File: src/rtl/axi_ram_reader_if.sv
// Request and AXI-Stream signals of the RAM burst reader.
// m_axis_tlast exists only when AXI_RAM_TLAST_EN is defined.
interface axi_ram_reader_if #(
    parameter int AW = 8
);
    logic          req_valid;
    logic          req_ready;
    logic [AW-1:0] req_addr;
    logic [7:0]    req_len;
    logic [31:0]   m_axis_tdata;
    logic          m_axis_tvalid;
    logic          m_axis_tready;
`ifdef AXI_RAM_TLAST_EN
    logic          m_axis_tlast;
`endif

    // master: the reader block (accepts requests, drives the stream)
    modport master (
        input  req_valid, req_addr, req_len, m_axis_tready,
        output req_ready, m_axis_tdata, m_axis_tvalid
`ifdef AXI_RAM_TLAST_EN
        , output m_axis_tlast
`endif
    );

    // slave: requester and stream consumer
    modport slave (
        output req_valid, req_addr, req_len, m_axis_tready,
        input  req_ready, m_axis_tdata, m_axis_tvalid
`ifdef AXI_RAM_TLAST_EN
        , input m_axis_tlast
`endif
    );
endinterface

File: src/rtl/axi_ram_reader.sv
// Byte-wide RAM with a write port, streamed out as little-endian 32-bit beats per burst request.
// Optional AXI_RAM_TLAST_EN adds m_axis_tlast on the final beat.
module axi_ram_reader #(
    parameter int DEPTH = 256,
    parameter int AW    = 8
) (
    input  logic                 aclk,
    input  logic                 areset,
    input  logic                 wr_en,
    input  logic [AW-1:0]        wr_addr,
    input  logic [7:0]           wr_data,
    axi_ram_reader_if.master     bus,
    output logic                 busy
);
    typedef enum logic [1:0] {IDLE, LOAD, SEND} state_t;

    logic [7:0]    mem [DEPTH];
    state_t        state_reg, state_next;
    logic [AW-1:0] ptr_reg, ptr_next;
    logic [7:0]    remaining_reg, remaining_next;
    logic [31:0]   tdata_reg, tdata_next;
    logic          tvalid_reg, tvalid_next;
    logic [31:0]   fetch_word;

    // Memory is never reset; writes land in any state.
    always_ff @(posedge aclk) begin
        if (wr_en) begin
            mem[wr_addr] <= wr_data;
        end
    end

    // Each byte lane wraps independently, so a beat may straddle the top of memory.
    generate
        for (genvar gi = 0; gi < 4; gi++) begin : g_lane
            assign fetch_word[8*gi +: 8] = mem[ptr_reg + AW'(gi)];
        end
    endgenerate

    always_ff @(posedge aclk) begin
        if (areset) begin
            state_reg     <= IDLE;
            ptr_reg       <= '0;
            remaining_reg <= '0;
            tdata_reg     <= '0;
            tvalid_reg    <= 1'b0;
        end else begin
            state_reg     <= state_next;
            ptr_reg       <= ptr_next;
            remaining_reg <= remaining_next;
            tdata_reg     <= tdata_next;
            tvalid_reg    <= tvalid_next;
        end
    end

    always_comb begin
        state_next     = state_reg;
        ptr_next       = ptr_reg;
        remaining_next = remaining_reg;
        tdata_next     = tdata_reg;
        tvalid_next    = tvalid_reg;
        unique case (state_reg)
            IDLE: begin
                if (bus.req_valid) begin
                    ptr_next       = bus.req_addr;
                    remaining_next = bus.req_len;
                    state_next     = LOAD;
                end
            end
            LOAD: begin
                tdata_next  = fetch_word;
                tvalid_next = 1'b1;
                ptr_next    = ptr_reg + AW'(4);
                state_next  = SEND;
            end
            SEND: begin
                if (tvalid_reg && bus.m_axis_tready) begin
                    if (remaining_reg != 8'd0) begin
                        tdata_next     = fetch_word;
                        ptr_next       = ptr_reg + AW'(4);
                        remaining_next = remaining_reg - 8'd1;
                    end else begin
                        tvalid_next = 1'b0;
                        state_next  = IDLE;
                    end
                end
            end
            default: state_next = IDLE;
        endcase
    end

    assign bus.req_ready     = (state_reg == IDLE);
    assign busy              = (state_reg != IDLE);
    assign bus.m_axis_tdata  = tdata_reg;
    assign bus.m_axis_tvalid = tvalid_reg;
`ifdef AXI_RAM_TLAST_EN
    // remaining only changes on a handshake, so this stays stable through stalls
    assign bus.m_axis_tlast  = tvalid_reg && (remaining_reg == 8'd0);
`endif
endmodule

File: src/flat_wrapper.sv
// flat-port wrapper written by rule: the top's interface ports become plain ports
module axi_ram_reader_flat 
#(
    parameter int DEPTH = 256,
    parameter int AW    = 8
)
  (aclk, areset, wr_en, wr_addr, wr_data, busy, bus_req_valid, bus_req_addr, bus_req_len, bus_m_axis_tready, bus_req_ready, bus_m_axis_tdata, bus_m_axis_tvalid);
  axi_ram_reader_if #(.AW(AW)) bus_i ();
  input  logic aclk;
  input  logic areset;
  input  logic wr_en;
  input  logic [AW-1:0] wr_addr;
  input  logic [7:0] wr_data;
  output logic busy;
  input wire logic [$bits(bus_i.req_valid)-1:0] bus_req_valid;
  input wire logic [$bits(bus_i.req_addr)-1:0] bus_req_addr;
  input wire logic [$bits(bus_i.req_len)-1:0] bus_req_len;
  input wire logic [$bits(bus_i.m_axis_tready)-1:0] bus_m_axis_tready;
  output wire logic [$bits(bus_i.req_ready)-1:0] bus_req_ready;
  output wire logic [$bits(bus_i.m_axis_tdata)-1:0] bus_m_axis_tdata;
  output wire logic [$bits(bus_i.m_axis_tvalid)-1:0] bus_m_axis_tvalid;
  assign bus_i.req_valid = bus_req_valid;
  assign bus_i.req_addr = bus_req_addr;
  assign bus_i.req_len = bus_req_len;
  assign bus_i.m_axis_tready = bus_m_axis_tready;
  assign bus_req_ready = bus_i.req_ready;
  assign bus_m_axis_tdata = bus_i.m_axis_tdata;
  assign bus_m_axis_tvalid = bus_i.m_axis_tvalid;
  axi_ram_reader #(.DEPTH(DEPTH), .AW(AW)) u_core (.aclk(aclk), .areset(areset), .wr_en(wr_en), .wr_addr(wr_addr), .wr_data(wr_data), .bus(bus_i), .busy(busy));
endmodule
File: config.mk
export PLATFORM = sky130hd
export DESIGN_NAME = axi_ram_reader_flat
export DESIGN_NICKNAME = d
export VERILOG_FILES = /design/src/rtl/axi_ram_reader_if.sv /design/src/rtl/axi_ram_reader.sv /design/src/flat_wrapper.sv
export SDC_FILE = /design/constraint.sdc
export NUM_CORES = 2
export LEC_CHECK = 0
export CORE_MARGIN = 3
export CORE_UTILIZATION = 50
export CTS_BUF_LIST = sky130_fd_sc_hd__clkbuf_4 sky130_fd_sc_hd__clkbuf_8
export DETAILED_ROUTE_END_ITERATION = 16
export PLACE_DENSITY = 0.65
export SYNTH_ARGS = -nofsm -noshare
export SYNTH_HDL_FRONTEND = slang
export SYNTH_SLANG_ARGS = --single-unit
File: constraint.sdc
create_clock -name aclk -period 7.8 [get_ports aclk]
set_input_delay 1.56 -clock aclk [delete_from_list [all_inputs] [get_ports aclk]]
set_output_delay 1.56 -clock aclk [all_outputs]
set_load 0.01 [all_outputs]
# Word level (Yosys, flattened, before mapping)
# Memory sizes are Yosys's and may differ from the RTL's. A register that Yosys moved wholly into a read port is not among the register bits.
# Index checks and enable logic that the tools add are counted.
# totals
ff_bits	51
ramBits	2048
in_bits	37
out_inout_bits	35
elab_cells	51
n_memories	1
# classes
addsub	5
eq_ne	6
muxes	22
n_reduce_logical	12
# mem_list
memory	words	word_bits	rd	rd_ports_with_merged_regs	wr	line_no	text
u_core.mem	256	8	4	1	1	axi_ram_reader.sv:17	logic [7:0] mem [DEPTH];
# op_table
operator	count
$mux 32	2
$mux 8	8
$pmux 32 s2	1
$pmux 8 s3	1
$add 8x2->8 const B	2
$pmux 8 s2	1
$reduce_and 3->1	3
$add 8x1->8 const B	1
$add 8x3->8 const B	1
$reduce_and 4->1	2
$reduce_bool 8->1	1
$sub 8x1->8 const B	1
$mux 2	3
$pmux 2 s3	1
$reduce_bool 2->1	3
$mux 1	4
$ne 2x1->1 const B	2
$ne 2x2->1 const B	2
$reduce_bool 3->1	1
$eq 2x1->1 const B	1
$eq 2x2->1 const B	1
$logic_not 2->1	1
$pmux 1 s2	1
$logic_and 1x1->1	1

# Logic depth before layout (Yosys ltp)
# depth
ltp_word	6
depth_mapped	21
depth_no_buf	10

# Worst setup path after synthesis
# OpenSTA, ideal clock, no wires.
# synth_timing
kind	register -> register
start	reg u_core.ptr_reg[0]
end	reg u_core.tdata_reg[13], in the netlist u_core.bus.m_axis_tdata[13]
setup_time_ps	137
arrival_ps	4057
t_required_ps	7663
setup_slack_ps	3606
path_stages_with_launch	21
n_path_buf	11
synth_period_minus_slack_ps	4194
cell_sequence	dfxtp_1 buf_2 buf_4 buf_4 inv_2 buf_2 buf_1 clkbuf_1 ha_1 buf_2 buf_6 buf_6 buf_2 buf_1 mux4_2 nor2_1 nor2_1 o2111ai_1 o22ai_1 a311oi_1 o221ai_1
# synth_via
elab_chain_cells	5
# synth_lines
element	line_no	text
from (decl)	axi_ram_reader.sv:19	logic [AW-1:0] ptr_reg, ptr_next;
from (signal assigned)	axi_ram_reader.sv:48	ptr_reg <= ptr_next;
$add 8x1->8 *	axi_ram_reader.sv:35	assign fetch_word[8*gi +: 8] = mem[ptr_reg + AW'(gi)];
$mem_v2 256x8 *	-	
$mux 32	axi_ram_reader.sv:77	if (remaining_reg != 8'd0) begin
$mux 32	axi_ram_reader.sv:76	if (tvalid_reg && bus.m_axis_tready) begin
$pmux 32 s2 *	axi_ram_reader.sv:61	unique case (state_reg)
to (signal assigned)	axi_ram_reader.sv:50	tdata_reg <= tdata_next;
to (decl)	axi_ram_reader.sv:21	logic [31:0] tdata_reg, tdata_next;
# Every way passes the cells marked *; elsewhere a longest branch is shown, timed or not. The select of a mux whose other input is x is not followed.
# A chain may end at the register's enable or synchronous reset.

# Final worst setup path
# layout_timing
start	reg u_core.ptr_reg[1]
end	reg u_core.tdata_reg[15], in the netlist u_core.bus.m_axis_tdata[15]
# Same word-level chain as after synthesis.

==> flow_summary.json <==
{
  "status": "finished, violations left",
  "violations": "max-capacitance violations, max-slew violations",
  "finalHoldViolCount": 0,
  "cts_resized": 0,
  "cts-buffers-inserted": 366,
  "period_needed_ns": 6.512,
  "yosys_warnings": 0,
  "route.detailed.drc": 0,
  "layout-drive-gt1-share_pct": 38.83,
  "worstSkewPairLatency_ns": 1.14,
  "area_delta_synth_final_pct": 9.258,
  "power.leakage_uw": 0.04236,
  "cts_sinks": 2107,
  "grt_pass1_wl_um": 734700,
  "overflow": 0,
  "cp.required_ns": 8.72,
  "boundaryPins": 72,
  "hpwl_um": 353400,
  "synthFlopType": "edfxtp_1",
  "largest_reg_flops": 2048,
  "postSynth.asyncResetShare_pct": 0,
  "path_class": "reg2reg",
  "placementRows": 187,
  "synth_cell_type_count": 67,
  "vias": 94444,
  "drtIter0Drc": 18517,
  "max_slew_margin_pct": -4.270,
  "ctsHoldBuffers": 0,
  "die_w_um": 519.2,
  "hold_ws_ns": 0.4885,
  "vias_per_cell": 8.092,
  "core_area_sq_mm": 0.2609,
  "port_buffers": 71,
  "globalRouteTotalUtil_pct": 39.08,
  "final_cell_mix": "mux4_2 (2,209), edfxtp_1 (2,048), nand2_1 (968)",
  "fmaxAchievable_mhz": 153.6,
  "end_kind": "flop",
  "syn_area_sq_mm": 0.1317,
  "cts_tree": "yes",
  "grt_pass1_vias": 88001,
  "ys_ff_latch": 2107,
  "path_max_fanout": 32,
  "post-cts-setup-buffers": 0,
  "skew_ns": 0.07934,
  "fill_cells": 20217,
  "power.density_mw_per_mm2": 253.7,
  "worst_pin_slew_ns": 1.554,
  "hold_path.class": "reg2reg",
  "drtAntennaViolNets": 0,
  "final_common_cell": "mux4_2",
  "slew_violations": 6,
  "regMostFlops": "u_core.mem",
  "drt_first_pass_iters": 9,
  "clk_pin_slew_worst_paths_ns": 0.06,
  "r2r_cells": 11,
  "report.power.total_uw": 36500,
  "synth_top_cell_by_area": "edfxtp_1",
  "wl_um": 533200,
  "setup_tns_ns": 0,
  "vdd_drop_max_uv": 204.6,
  "start_util_pct": 50.47,
  "worstPathArrival_ns": 7.43,
  "finalCritPeriodShare_pct": 83.49,
  "synth.area.top_cells": "edfxtp_1 (47%), mux4_2 (38%), nand2_1 (2.8%), mux2i_1 (1.8%), nor2_1 (1.4%)",
  "critPathLaunchType": "flop",
  "fp.dieH_um": 519.2,
  "synthesis.nets": 7966,
  "synth_edf_count": 2048,
  "post_drt_wl_per_cell_um": 45.68,
  "grt_start_max_net_pins": 180,
  "cts-root-buf": "clkbuf_8",
  "maxCapViolCount": 3,
  "postSynthAreaPerCell_sq_um": 16.63,
  "synthDominantCellAreaShare_pct": 46.71,
  "synthCells": 7919,
  "clockBufferDepth": 4,
  "rsz0062_at_grt": "false",
  "ys_seq_area_share_pct": 47.60,
  "antenna_found_initial": 42,
  "nNetsFinal": 7893,
  "holdPathStages": 2,
  "setup_viol": 0,
  "die_area_sq_mm": 0.2695,
  "gp_congestion": 1.037,
  "htreeDepth": 5
}
==> worst max-delay path, cell delays in order, from the launching register on <==
cell	delay [ns]
dfxtp_4	0.79
ha_1	0.54
nand2_1	0.32
xnor2_2	0.22
buf_4	0.23
nor2_4	0.77
buf_4	0.69
nand3_1	0.40
o2111ai_1	0.49
o22ai_1	0.28
a311oi_1	1.27
o221ai_1	0.25
==> report_power, final <==
part           switching (uW)  internal [uW]
Combinational            7930           4730
Clock                    5110           5930
Sequential                291          12500
==> through the flow <==
step / cell area, sq um / util, % / cells / setup WS (ns)
2_1_floorplan: 131700 / - / 7919 / 3.606
3_3_place_gp: 136100 / 52.16 / 10973 / 1.882
4_1_cts: 143800 / 55.11 / 11641 / 1.794
5_1_grt: 143800 / 55.12 / 11648 / 1.503
3_5_place_dp: 136100 / 52.16 / 10973 / 1.825
6_report: 143900 / 55.15 / 11672 / 1.288
==> final cells by class <==
type	instances	area (sq um)	area share, %
Clock buffer	481	5951	4.136
Inverter	19	76.32	0.05305
Multi-Input combinational cell	4991	65390	45.45
Clock inverter	187	1753	1.218
Timing Repair Buffer	361	3536	2.458
Sequential cell	2107	62710	43.59
Tap cell	3496	4374	3.040
Antenna cell	30	75.07	0.05218
==> kinds of logic after synthesis <==
logic type | synth area share [%]
DFF | 47.60
and+or+nand+nor | 6.251
AOI/OAI and AO/OA | 3.178
adders and majority gates | 0.09502
xor gates and xnor gates | 0.2233
buffers and inverters | 3.005
muxes | 39.65
==> final timing paths <==
kind                            slack (ns)                                  endpoint                                 start
worst max-delay path                  1.29  u_core.bus.m_axis_tdata[15]$_SDFFE_PP0P_        u_core.ptr_reg[1]$_SDFFE_PP0P_
worst min-delay path                  0.49      u_core.remaining_reg[1]$_SDFFE_PP0P_  u_core.remaining_reg[1]$_SDFFE_PP0P_
worst max register to register        1.29  u_core.bus.m_axis_tdata[15]$_SDFFE_PP0P_        u_core.ptr_reg[1]$_SDFFE_PP0P_
worst min register to register        0.49      u_core.remaining_reg[1]$_SDFFE_PP0P_  u_core.remaining_reg[1]$_SDFFE_PP0P_
==> synth_stat cells (18+ instances only) <==
cell type and n:
nand3_1 297, buf_4 91, nand2_1 970, buf_1 77, a311oi_1 56, a21oi_1 54, nor3_1 36, a32o_1 30
inv_1 18, o2111ai_1 58, mux4_2 2209, nand4_1 75, nor2_1 488, a31oi_1 46, a221oi_1 67, a22oi_1 27
and3_1 46, buf_6 18, clkbuf_1 298, o21ai_0 25, a32oi_1 30, edfxtp_1 2048, buf_2 317, dfxtp_1 59
mux2i_1 235, o22ai_1 47
==> per-layer routing <==
metal	share of wire, %	vias up	track usage, %
met5	0.077	-	0.6579
met4	7.6	40	22.79
met3	17	1618	18.04
met2	42	9903	53.76
met1	33	48847	50.89
li1	-	34036	-
Power figures use the tool's default switching activity.
